[config.mk]
export PLATFORM = sky130hd
export DESIGN_NAME = a2d_sequencer
export DESIGN_NICKNAME = d
export VERILOG_FILES = /design/src/rtl/a2d_sequencer.sv
export SDC_FILE = /design/constraint.sdc
export NUM_CORES = 1
export LEC_CHECK = 0
export ABC_CLOCK_PERIOD_IN_PS = 4400
export BUFFER_PORTS_ARGS = -buffer_cell sky130_fd_sc_hd__buf_2
export CAP_MARGIN = 20
export CORE_UTILIZATION = 50
export CTS_CLUSTER_DIAMETER = 200
export DETAILED_ROUTE_END_ITERATION = 8
export GPL_TIMING_DRIVEN = 0
export PLACE_DENSITY = 0.85
export SETUP_SLACK_MARGIN = 0.3
export SLEW_MARGIN = 20
export SYNTH_ARGS = -nofsm -noshare
export SYNTH_HDL_FRONTEND = slang
export SYNTH_SLANG_ARGS = --single-unit
[constraint.sdc]
create_clock -name clk -period 4.4 [get_ports clk]
set_clock_uncertainty 0.05 [all_clocks]
set_input_delay 0.22 -clock clk [delete_from_list [all_inputs] [get_ports clk]]
set_output_delay 0.22 -clock clk [all_outputs]
set_load 0.02 [all_outputs]
[src/rtl/a2d_sequencer.sv]
// a2d_sequencer: round-robin ADC128S sequencer (ch0/ch4/ch5) driving an SPI master via wrt/cmd/done/rd_data, results on lft_ld/rght_ld/batt with vld pulses
module a2d_sequencer #(
  parameter logic [19:0] PERIOD = 20'd1_000_000,
  parameter int GAP = 4
) (
  input  logic        clk,
  input  logic        rst,
  input  logic        nxt,
  input  logic        auto_en,
  output logic        wrt,
  output logic [15:0] cmd,
  input  logic        done,
  input  logic [15:0] rd_data,
  output logic [11:0] lft_ld,
  output logic [11:0] rght_ld,
  output logic [11:0] batt,
  output logic        lft_vld,
  output logic        rght_vld,
  output logic        batt_vld,
  output logic        busy,
  output logic [1:0]  ch_ptr
);
  localparam int GW = $clog2(GAP + 1);
  typedef enum logic [1:0] {IDLE, CMD, GAP_W, READ} state_t;
  state_t state, state_n;
  logic [19:0] timer;
  logic [GW-1:0] gap_cnt;
  logic pending, trig, start, cap;
  logic [2:0] chan;
  logic unused_bits;
  assign unused_bits = ^rd_data[15:12];
  assign trig = nxt | (auto_en & (timer == PERIOD - 20'd1));
  assign chan = ch_ptr == 2'd0 ? 3'b000 : ch_ptr == 2'd1 ? 3'b100 : 3'b101;
  assign busy = state != IDLE;
  always_comb begin
    state_n = state;
    start = 1'b0;
    cap = 1'b0;
    case (state)
      IDLE: if (trig | pending) begin
        state_n = CMD;
        start = 1'b1;
      end
      CMD: if (done) state_n = GAP_W;
      GAP_W: if (gap_cnt == '0) state_n = READ;
      READ: if (done) begin
        state_n = IDLE;
        cap = 1'b1;
      end
      default: state_n = IDLE;
    endcase
  end
  always_ff @(posedge clk or posedge rst)
    if (rst) state <= IDLE;
    else state <= state_n;
  always_ff @(posedge clk or posedge rst)
    if (rst) begin
      timer <= '0;
      gap_cnt <= '0;
      pending <= 1'b0;
      wrt <= 1'b0;
      cmd <= '0;
      lft_ld <= '0;
      rght_ld <= '0;
      batt <= '0;
      lft_vld <= 1'b0;
      rght_vld <= 1'b0;
      batt_vld <= 1'b0;
      ch_ptr <= '0;
    end else begin
      timer <= (!auto_en || timer == PERIOD - 20'd1) ? '0 : timer + 20'd1;
      // reloaded every CMD cycle so it holds GAP-1 on entry to GAP_W
      gap_cnt <= state == CMD ? GW'(GAP - 1) : gap_cnt - GW'(state == GAP_W);
      // one-deep queue: only a busy trigger is remembered, IDLE consumes it
      pending <= busy & (pending | trig);
      wrt <= start | (state == GAP_W && gap_cnt == '0);
      if (start) cmd <= {2'b00, chan, 11'h000};
      lft_vld <= cap & (ch_ptr == 2'd0);
      rght_vld <= cap & (ch_ptr == 2'd1);
      batt_vld <= cap & (ch_ptr == 2'd2);
      if (cap && ch_ptr == 2'd0) lft_ld <= rd_data[11:0];
      if (cap && ch_ptr == 2'd1) rght_ld <= rd_data[11:0];
      if (cap && ch_ptr == 2'd2) batt <= rd_data[11:0];
      if (cap) ch_ptr <= ch_ptr == 2'd2 ? 2'd0 : ch_ptr + 2'd1;
    end
endmodule
# Yosys cells after proc, flatten, opt, wreduce, memory -nomap -nowiden
# Index checks and enable logic that the tools add are counted.
[totals]
word_cells = 59
regBits = 71
in_bits = 21
[op_classes]
bitwise_logic = 8
n_addsub = 3
n_eq_ne = 10
mux = 14
n_reduce_logical = 11
[ops]
columns = ["cell", "n"]
rows = [
  ["20-bit by 1-bit adder with 20-bit output, second input constant", 1],
  ["20-bit equality test, second input constant", 1],
  ["20-bit 2-to-1 mux", 1],
  ["2-bit 2-to-1 mux", 5],
  ["2-bit inequality test, second input constant", 4],
  ["2-bit one-hot mux with 4 select lines", 1],
  ["2-bit equality test, second input constant", 3],
  ["3-bit 2-to-1 mux", 2],
  ["1-bit AND", 5],
  ["1-bit 2-to-1 mux", 5],
  ["2-bit by 1-bit equality test with 1-bit output, second input constant", 2],
  ["1-bit logical AND", 4],
  ["2-bit zero test", 2],
  ["4-bit AND reduction", 1],
  ["3-bit zero test", 1],
  ["1-bit bitwise OR", 3],
  ["3-bit by 1-bit subtractor with 3-bit output", 1],
  ["2-bit by 1-bit adder with 2-bit output, second input constant", 1],
  ["2-bit nonzero test", 1],
  ["1-bit zero test", 1],
  ["1-bit logical OR", 1],
]

# Longest topological paths before layout
# Gate-level depths: netlist of the first run.
[logic_depth]
depth_word = 7
depth_mapped = 7
ltp_nobuf = 6

# Worst setup path before layout of the first run
# No wires, ideal clock.
[synth_path]
kind = "register to register"
startpoint = "register timer[15]"
endpoint = "register state[1]"
path_slack_ns = 2.253
path_stages_with_launch = 6
arrival_ns = 1.970
path_cell_list = "dfrtp_1 -> or4b_4 -> nor4_4 -> a211oi_2 -> a221oi_2 -> mux2_1"
[synth_between]
elab_chain_len = 6
[synth_rtl]
columns = ["element", "line", "text"]
rows = [
  ["start, declared", "26", "logic [19:0] timer;"],
  ["start signal, assigned", "71", "timer <= (!auto_en || timer == PERIOD - 20'd1) ? '0 : timer + 20'd1;"],
  ["20-bit equality test", "32", "assign trig = nxt | (auto_en & (timer == PERIOD - 20'd1));"],
  ["1-bit AND", "32", ""],
  ["1-bit bitwise OR", "32", ""],
  ["1-bit bitwise OR", "40", "IDLE: if (trig | pending) begin"],
  ["2-bit inequality test (no line)", "--", ""],
  ["4-bit AND reduction (no line)", "--", ""],
  ["end signal, assigned", "55", "else state <= state_n;"],
  ["end, declared", "25", "state_t state, state_n;"],
]
# No other way between the ends.
# A chain may end at the register's enable or synchronous reset.

# Worst setup path in the final report of the first run
[layout_path]
startpoint = "register state[0]"
endpoint = "register lft_ld[8]"
[layout_between]
elab_chain_len = 3
[layout_rtl]
columns = ["element", "line", "text"]
rows = [
  ["2-bit equality test", "39", "case (state)"],
  ["1-bit 2-to-1 mux", "39", ""],
  ["1-bit logical AND", "81", "if (cap && ch_ptr == 2'd0) lft_ld <= rd_data[11:0];"],
  ["end signal, assigned", "81", ""],
  ["end, declared", "14", "output logic [11:0] lft_ld,"],
]
# No other way between the ends.

==> impl_metrics.py, run 1 <==
metrics = {
    "run_status": {
        "outcome": "finished clean",
    },
    "logic_synthesis": {
        "syn-cell-area_um2": 3040,
        "synth_edf_count": 0,
        "ys_types": 33,
        "netlist_instances": 268,
        "synth_top_cells_by_area": "dfrtp_1, mux2_2, nand2_1, nor2_1, buf_4",
        "yosys_warnings": 0,
        "netlist_top_cells_count": "dfrtp_1, nand2_1, nor2_1",
        "synthArstFlopShare_pct": 100,
        "yosys-mux-area-fraction_pct": 9.63,
        "synth.most_common_cell": "dfrtp_1",
        "synth_fa_ha_area_share_pct": 2.88,
        "synth_top_family_by_area": "simple AND/OR/NAND/NOR gates",
        "ys_seq_elements": 70,
        "yosys.area_share.simple_pct": 16.9,
        "yosys.area.top_type": "dfrtp_1",
        "synth_xor_area_share_pct": 5.48,
        "synth_compound_area_share_pct": 1.98,
        "ys.flop_type": "dfrtp_1",
        "yosysSeqAreaShare_pct": 57.6,
        "synth_top_cell_area_share_pct": 57.6,
        "synth_area_per_cell_um2": 11.3,
    },
    "pwr": {
        "irDropWorstVdd_v": 0.000465,
        "leakagePower_uw": 0.00194,
        "power_density_nw_per_um2": 608,
    },
    "global_routing": {
        "track_usage_pct": 20.5,
        "grt_first_pass_wirelength_um": 9820,
        "grt.met2_usage_pct": 32.0,
        "grt_start_max_net_pins": 53,
        "grt_antenna_before_repair": 0,
        "top_usage_layer": "met2",
        "grt_pass1_vias": 2184,
        "grtUsageMet1_pct": 25.6,
        "grt_overflow": 0,
        "grtUsageMet3_pct": 8.34,
    },
    "sta": {
        "min_period_over_period_pct": 54.9,
        "setup_tns_ns": 0,
        "relSlewSlack_pct": 49.9,
        "final_max_slew_viol_count": 0,
        "worstMarginPinSlew_ns": 0.745,
        "setup_violations": 0,
        "period_needed_ns": 2.42,
        "max_freq_mhz": 414,
        "finalHoldViolations": 0,
        "whs_ns": 0.0436,
        "grt_setup_unrepaired": "false",
    },
    "clocking": {
        "ctsResizeCount": 0,
        "htree_levels": 3,
        "clock_sinks": 70,
        "cts_buffer_depth": 2,
        "numCtsBuffers": 9,
        "clk_pin_slew_ns": 0.08,
        "worstSkewPairLatency_ns": 0.34,
        "cts_tree": "done",
        "cts_root_buffer": "clkbuf_8",
    },
    "detailed_routing": {
        "vias": 2118,
        "viasPerCell": 4.87,
        "drt_pass1_iterations": 4,
        "wl_per_cell_um": 13.4,
        "routed_wirelength_um": 5820,
        "drc_errors": 0,
        "ant_nets": 0,
        "drtIter0Drc": 118,
    },
    "critical_path": {
        "slowest_stage": "nor3_1",
        "r2r_cells": 5,
        "cp_cell_sequence": "ha_1, nand2_1, nor3_1, clkbuf_1, mux2_2",
        "critPathMaxStageDelay_ns": 0.59,
        "cp.arrival_ns": 2.60,
        "crit_path_start_kind": "flop",
        "r2r_slack_ns": 1.98,
        "crit_start": "state[0]$_DFFE_PP0P_",
        "cp.required_ns": 4.58,
        "crit_type": "flop to flop",
        "crit_fanout": 10,
        "end_kind": "flop",
        "r2r_end": "lft_ld[8]$_DFFE_PP0P_",
        "r2r-start": "state[0]$_DFFE_PP0P_",
        "crit_path_end": "lft_ld[8]$_DFFE_PP0P_",
    },
    "finish": {
        "drive_above_1_share_pct": 34.2,
        "diodes": 0,
        "n_fill_cell": 459,
        "syn_to_final_growth_pct": 22.3,
        "nNetsFinal": 383,
    },
    "floorplanning": {
        "die_area_um2": 6390,
        "num_rows": 28,
        "fp.dieW_um": 80.0,
        "die_h_um": 80.0,
        "coreArea_um2": 5890,
        "initial_core_util_pct": 51.6,
        "ios": 80,
    },
    "placed_design": {
        "place_congestion": 0.815,
        "hpwlAfterDp_um": 4160,
        "io_buffers": 61,
    },
    "flow_run": {
        "maxCapViolCount": 0,
    },
    "hold_path": {
        "holdPathStages": 3,
        "hp-class": "primary input to flop",
    },
}
cell families after synthesis:
family,count (synthesis)
AO/OA/AOI/OAI,7
XOR/XNOR,19
adder cells (fa/ha/maj),7
buffers and inverters,29
flip-flops,70
multiplexers,26
other,1
AND/OR/NAND/NOR,109
repair_timing:
| item | 4_1_cts | 5_1_grt |
|---|---|---|
| hold buffers | 1 | 0 |
| setup buffers | 0 | 0 |
| endpoints found under the hold margin | 18 | 0 |
power by group:
part | internal (µW) | switching (µW)
combinational | 326 | 480
sequential | 842 | 110
clock | 257 | 245
cells in the final DEF, fill, tap and decap left out, types with 2 or more instances in the layout:
cell	count
nor4_1	3
clkinv_2	4
clkbuf_1	3
ha_1	7
xnor2_1	9
buf_4	14
clkinvlp_4	2
mux2_2	24
o21ai_0	2
dfrtp_1	70
and4_1	2
buf_2	62
nand2b_1	3
inv_1	9
conb_1	14
nor3_1	2
mux2_1	2
and3_1	4
clkbuf_8	9
nand2_1	46
nor2_1	30
xor2_1	10
nand3_1	8
nand4_1	5
worst max-delay path: cells and delay by family, from the launching register on:
kind,cells,cell delay (ns)
buf+inv,1,0.53
flops,1,0.41
fa+ha+maj,1,0.21
mux,1,0.41
simple gates,2,0.70
registers in the layout, indices dropped and copies added (netlist names):
register / count
lft_ld: 12
timer: 20
lft_vld: 1
batt_vld: 1
rght_ld: 12
pending: 1
batt: 12
gap_cnt: 3
rght_vld: 1
wrt: 1
state: 2
cmd: 2
ch_ptr: 2
layer usage:
layer	share of wire (%)	routed length [µm]
met1	43	2520
met2	48	2800
met3	7.2	419
met4	1.4	82
met5	0	0
how the worst min path moves through the flow:
stage	slack, ns	to	start
after CTS	0.02	batt[3]$_DFFE_PP0P_	rd_data[3]
after floorplan	0.28	batt[0]$_DFFE_PP0P_	rd_data[0]
after detailed placement	0.14	timer[12]$_DFF_PP0_	rst
after global placement	0.39	batt[3]$_DFFE_PP0P_	rd_data[3]
after global routing	0.05	batt[4]$_DFFE_PP0P_	rd_data[4]
final	0.04	batt[7]$_DFFE_PP0P_	rd_data[7]
per-stage QoR:
stage,utilization (%),power [µW],std cells,worst slack (ns),cell area (µm²)
after CTS,63.1,2280,435,1.95,3720
after global placement,59.2,1730,417,1.61,3490
after global routing,63.1,2390,435,1.80,3720
after detailed placement,59.8,1780,418,1.94,3520
final,63.1,2260,435,1.98,3720
after floorplan,-,1500,281,2.25,3090
final cells by class:
type                       count  area [µm²]  share of cell area (%)
clock inverter                 7        65.1                    1.75
buffer                        19         125                    3.37
clock buffer                   9         124                    3.33
multi-input combinational    182        1170                    31.6
inverter                      10        40.0                    1.08
sequential                    70        1750                    47.1
tap                           75        93.8                    2.53
timing repair buffer          63         343                    9.23
Note: power is estimated with default switching activity, not from simulation.
==> inputs of run 2 (changes only) <==
ABC_CLOCK_PERIOD_IN_PS = 1950   (was 4400)
CORE_UTILIZATION = 47   (was 50)
PLACE_DENSITY = 0.84   (was 0.85)
clock period = 1.95 ns   (was 4.4 ns; I/O delays follow)
==> impl_metrics.py, run 2 (synthesis results as in run 1) <==
metrics = {
    "clocking": {
        "worstSkewPairLatency_ns": 0.34,
        "cts_buffer_depth": 2,
        "clock_sinks": 70,
        "cts_root_buffer": "clkbuf_8",
        "htree_levels": 3,
        "numCtsBuffers": 9,
        "cts_tree": "done",
        "clk_pin_slew_ns": 0.07,
    },
    "detailed_routing": {
        "vias": 2362,
        "met2_length_um": 3450,
        "top_layer_used": "met4",
        "viasPerCell": 5.05,
        "drt_pass1_iterations": 5,
        "drtIter0Drc": 82,
        "ant_nets": 0,
        "routed_wirelength_um": 7090,
        "met1_length_um": 3000,
        "wl_per_cell_um": 15.2,
        "drc_errors": 0,
        "wl_met3_um": 463,
    },
    "pwr": {
        "leakagePower_uw": 0.00214,
        "intPower_uw": 3360,
        "irDropWorstVdd_v": 0.00102,
        "switching_share_pct": 37.3,
        "power_frac_seq_pct": 40.8,
        "p_sw_uw": 2000,
        "power_density_nw_per_um2": 1280,
        "power.share.clock_pct": 19.7,
        "p_total_uw": 5360,
        "comb_power_share_pct": 39.4,
    },
    "sta": {
        "final_max_slew_viol_count": 0,
        "min_period_over_period_pct": 113,
        "finalHoldViolations": 0,
        "max_freq_mhz": 454,
        "setup_tns_ns": -3.43,
        "setup_violations": 22,
        "relSlewSlack_pct": 52.9,
        "worstMarginPinSlew_ns": 0.701,
        "grt_setup_unrepaired": "true",
        "setup_slack_ns": -0.253,
        "whs_ns": 0.0701,
        "period_needed_ns": 2.20,
    },
    "critical_path": {
        "crit_fanout": 3,
        "crit_family": "simple AND/OR/NAND/NOR gates",
        "slowest_stage": "or4b_4",
        "r2r_cells": 5,
        "critPathMaxStageDelay_ns": 0.55,
        "crit_path_start_kind": "flop",
        "end_kind": "flop",
        "r2r_slack_ns": -0.25,
        "r2r-start": "timer[12]$_DFF_PP0_",
        "cp.arrival_ns": 2.38,
        "cp_num_buf_inv": 0,
        "cp.required_ns": 2.12,
        "cp_cell_sequence": "or4b_4, nor4_4, a211oi_2, a221oi_2, mux2_1",
        "crit_type": "flop to flop",
        "r2r_end": "state[1]$_DFFE_PP0P_",
    },
    "flow_run": {
        "maxCapViolCount": 0,
    },
    "global_routing": {
        "grt_overflow": 0,
        "grt_start_max_net_pins": 36,
        "grt_antenna_before_repair": 0,
        "track_usage_pct": 22.4,
        "grt_pass1_vias": 2328,
        "grt_first_pass_wirelength_um": 11000,
    },
    "run_status": {
        "outcome": "finished, violations left",
        "failed_checks": "setup timing",
    },
    "floorplanning": {
        "die_h_um": 82.4,
        "initial_core_util_pct": 50.1,
        "num_rows": 28,
        "coreArea_um2": 6060,
        "die_area_um2": 6790,
        "ios": 80,
        "fp.dieW_um": 82.4,
    },
    "placed_design": {
        "io_buffers": 61,
        "dpl_cell_area_um2": 3570,
        "place_congestion": 0.818,
        "hpwlAfterDp_um": 4320,
    },
    "finish": {
        "drive_above_1_share_pct": 42.5,
        "final_cell_area_um2": 4190,
        "syn_to_final_growth_pct": 37.8,
        "largest_reg_flops": 20,
        "largest_register": "timer",
        "final_cell_mix": "dfrtp_1, buf_2, nand2_1, buf_4, mux2_2",
        "diodes": 0,
        "nNetsFinal": 416,
        "layout.cells.most_common": "dfrtp_1",
    },
    "hold_path": {
        "holdPathStages": 2,
        "holdCritStartpoint": "auto_en",
        "hp-class": "primary input to flop",
        "min_to": "timer[1]$_DFF_PP0_",
    },
}
## run 2: metrics by stage
| step | cells | util, % | worst slack [ns] |
|---|---|---|---|
| 2_1_floorplan | 281 | - | -0.170 |
| 3_3_place_gp | 417 | 58.1 | -0.291 |
| 3_5_place_dp | 419 | 58.8 | -0.298 |
| 4_1_cts | 463 | 66.9 | -0.294 |
| 5_1_grt | 468 | 69.1 | -0.293 |
| 6_report | 468 | 69.1 | -0.253 |
## run 2: timing repair
item / CTS / global route
cloned: 1 / 1
pin swaps: 7 / 7
endpoints found under the hold margin: 72 / 0
hold buffers: 14 / 0
gates resized for setup: 24 / 20
setup buffers: 13 / 4
endpoints found under the setup margin: 48 / 46
## run 2: metal layers
metal | up-vias | GRT usage [%]
met2 | 88 | 37.4
met3 | 15 | 7.03
met4 | 0 | 8.42
met5 | - | 0
met1 | 1165 | 27.3
li1 | 1094 | -
## run 2: area by class of cell
cell class / count / area (µm²)
sequential: 70 / 1750
timing repair buffer: 96 / 668
clock buffer: 13 / 159
fill: 384 / 1870
clock inverter: 3 / 18.8
inverter: 10 / 41.3
tap: 75 / 93.8
buffer: 19 / 155
multi-input combinational: 182 / 1300
## run 2: how the worst max path moves through the flow
stage                             start  cells after the start              endpoint
floorplan           timer[15]$_DFF_PP0_                      5  state[1]$_DFFE_PP0P_
global placement    timer[15]$_DFF_PP0_                      5  state[1]$_DFFE_PP0P_
detailed placement  timer[15]$_DFF_PP0_                      5  state[1]$_DFFE_PP0P_
CTS                 timer[12]$_DFF_PP0_                      5  state[1]$_DFFE_PP0P_
global route        timer[12]$_DFF_PP0_                      5  state[1]$_DFFE_PP0P_
finish              timer[12]$_DFF_PP0_                      5  state[1]$_DFFE_PP0P_
## run 2: power groups by stage
stage / logic (µW) / registers [µW] / clock network (µW)
after global routing: 2260 / 2240 / 1140
after detailed placement: 1860 / 2170 / 0
after CTS: 1960 / 2160 / 1070
after floorplan: 765 / 2630 / 0
final: 2110 / 2190 / 1060
after global placement: 1790 / 2150 / 0
==> inputs of run 3 (changes only) <==
--- a/constraint.sdc
+++ b/constraint.sdc
@@ -4,2 +4,2 @@
 set_output_delay 0.0975 -clock clk [all_outputs]
-set_load 0.02 [all_outputs]
+set_load 0.05 [all_outputs]
==> impl_metrics.py, run 3 (synthesis results as in run 1) <==
metrics = {
    "critical_path": {
        "r2r_cells": 5,
        "r2r_slack_ns": -0.34,
        "crit_family": "simple AND/OR/NAND/NOR gates",
        "slowest_stage": "or4b_4",
        "r2r-start": "timer[15]$_DFF_PP0_",
        "cp_num_buf_inv": 0,
        "cp.required_ns": 2.12,
        "cp_cell_sequence": "or4b_4, nor4_4, a211oi_2, a221oi_2, mux2_1",
        "end_kind": "flop",
        "cp.arrival_ns": 2.46,
        "crit_path_start_kind": "flop",
        "crit_type": "flop to flop",
        "crit_fanout": 2,
        "r2r_end": "state[1]$_DFFE_PP0P_",
        "critPathMaxStageDelay_ns": 0.57,
        "crit_start": "timer[15]$_DFF_PP0_",
    },
    "global_routing": {
        "grt_start_max_net_pins": 36,
        "grt_pass1_vias": 2365,
        "grt_overflow": 0,
        "grt_first_pass_wirelength_um": 11000,
        "track_usage_pct": 22.3,
        "grt_antenna_before_repair": 0,
    },
    "finish": {
        "layout.cells.most_common": "dfrtp_1",
        "drive_above_1_share_pct": 44.7,
        "nNetsFinal": 408,
        "syn_to_final_growth_pct": 37.1,
        "largest_reg_flops": 20,
        "utilization_pct": 68.7,
        "stdcell_count": 460,
        "diodes": 0,
        "final_cell_mix": "dfrtp_1, buf_2, nand2_1, mux2_2, buf_4",
        "n_fill_cell": 406,
        "largest_register": "timer",
    },
    "detailed_routing": {
        "vias": 2306,
        "routed_wirelength_um": 6820,
        "ant_nets": 0,
        "drc_errors": 0,
        "viasPerCell": 5.01,
        "drt_pass1_iterations": 4,
        "drtIter0Drc": 153,
        "wl_per_cell_um": 14.8,
    },
    "hold_path": {
        "min_to": "timer[2]$_DFF_PP0_",
        "holdCritStartpoint": "auto_en",
        "hp-class": "primary input to flop",
        "holdPathStages": 2,
    },
    "placed_design": {
        "hpwlAfterDp_um": 4350,
        "place_congestion": 0.791,
        "placed_cells_incl_taps": 419,
        "io_buffers": 61,
    },
    "sta": {
        "min_period_over_period_pct": 118,
        "final_max_slew_viol_count": 0,
        "relSlewSlack_pct": 61.1,
        "grt_setup_unrepaired": "true",
        "max_freq_mhz": 436,
        "finalHoldViolations": 0,
        "setup_slack_ns": -0.344,
        "worstMarginPinSlew_ns": 0.578,
        "setup_tns_ns": -2.86,
        "whs_ns": 0.0200,
        "setup_violations": 24,
        "period_needed_ns": 2.29,
    },
    "floorplanning": {
        "initial_core_util_pct": 50.1,
        "coreArea_um2": 6060,
        "num_rows": 28,
        "die_h_um": 82.4,
        "die_area_um2": 6790,
        "ios": 80,
        "fp.dieW_um": 82.4,
    },
    "clocking": {
        "cts_buffer_depth": 2,
        "numCtsBuffers": 9,
        "clk_pin_slew_ns": 0.07,
        "htree_levels": 3,
        "clock_sinks": 70,
        "worstSkewPairLatency_ns": 0.34,
        "cts_root_buffer": "clkbuf_8",
        "cts_tree": "done",
    },
    "run_status": {
        "outcome": "finished, violations left",
        "failed_checks": "setup timing",
    },
    "pwr": {
        "p_total_uw": 6310,
        "comb_power_share_pct": 48.7,
        "leakagePower_uw": 0.00208,
        "irDropWorstVdd_v": 0.00135,
        "p_sw_uw": 2970,
        "switching_share_pct": 47.1,
        "power_density_nw_per_um2": 1510,
        "intPower_uw": 3340,
        "power.share.clock_pct": 16.4,
        "power_frac_seq_pct": 34.8,
    },
    "flow_run": {
        "maxCapViolCount": 0,
    },
}
==> run 3: cell types whose count changed in the layout (fill, tap and decap cells not counted), sizes merged <==
cell / delta
dlygate4sd3: -1
clkinvlp: +2
clkinv: -1
buf: -9
inv: +1
==> run 3: worst register-to-register path, stage by stage, from the launching register on <==
cell and delay, ns:
dfrtp_1 0.40, or4b_4 0.57, nor4_4 0.33, a211oi_2 0.15
a221oi_2 0.34, mux2_1 0.35
==> run 3: how the worst max path moves through the flow <==
| stage | cells after the start | slack (ns) | end |
|---|---|---|---|
| after global placement | 5 | -0.28 | state[1]$_DFFE_PP0P_ |
| after CTS | 5 | -0.28 | state[1]$_DFFE_PP0P_ |
| after floorplan | 5 | -0.17 | state[1]$_DFFE_PP0P_ |
| after global routing | 5 | -0.45 | state[1]$_DFFE_PP0P_ |
| after detailed placement | 5 | -0.29 | state[1]$_DFFE_PP0P_ |
| final | 5 | -0.34 | state[1]$_DFFE_PP0P_ |
==> run 3: layout make-up <==
class	instances	area [µm²]	area share, %
Multi-Input combinational cell	182	1330	31.9
Clock buffer	11	141	3.39
Inverter	10	41.3	0.991
Tap cell	75	93.8	2.25
Sequential cell	70	1760	42.1
Clock inverter	5	33.8	0.811
Timing Repair Buffer	88	613	14.7
Buffer	19	158	3.78
==> run 3: routing by layer <==
layer / track usage, % / up-vias / wire, µm
met4: 8.07 / 0 / 90
met5: 0 / - / 0
met3: 7.58 / 13 / 440
li1: - / 1082 / -
met1: 27.2 / 1136 / 2790
met2: 36.6 / 75 / 3500
==> run 3: power by group through the flow <==
| stage | logic [µW] | clock network [µW] | registers [µW] |
|---|---|---|---|
| floorplan | 827 | 0 | 3510 |
| global placement | 2730 | 0 | 2160 |
| detailed placement | 2800 | 0 | 2190 |
| CTS | 2940 | 1060 | 2180 |
| global route | 3250 | 1110 | 2250 |
| finish | 3070 | 1040 | 2200 |
==> run 3: what timing repair did <==
item	4_1_cts	5_1_grt
resized for setup	31	26
buffers inserted	7	3
pin swaps	4	2
endpoints found under the hold margin	71	0
hold buffers	13	0
cloned	2	0
endpoints found under the setup margin	41	57
==> run 3: through the flow <==
stage | worst slack [ns] | cell area (µm²)
after global placement | -0.281 | 3520
after floorplan | -0.170 | 3120
after detailed placement | -0.295 | 3570
after global routing | -0.451 | 4170
final | -0.344 | 4170
after CTS | -0.283 | 4050
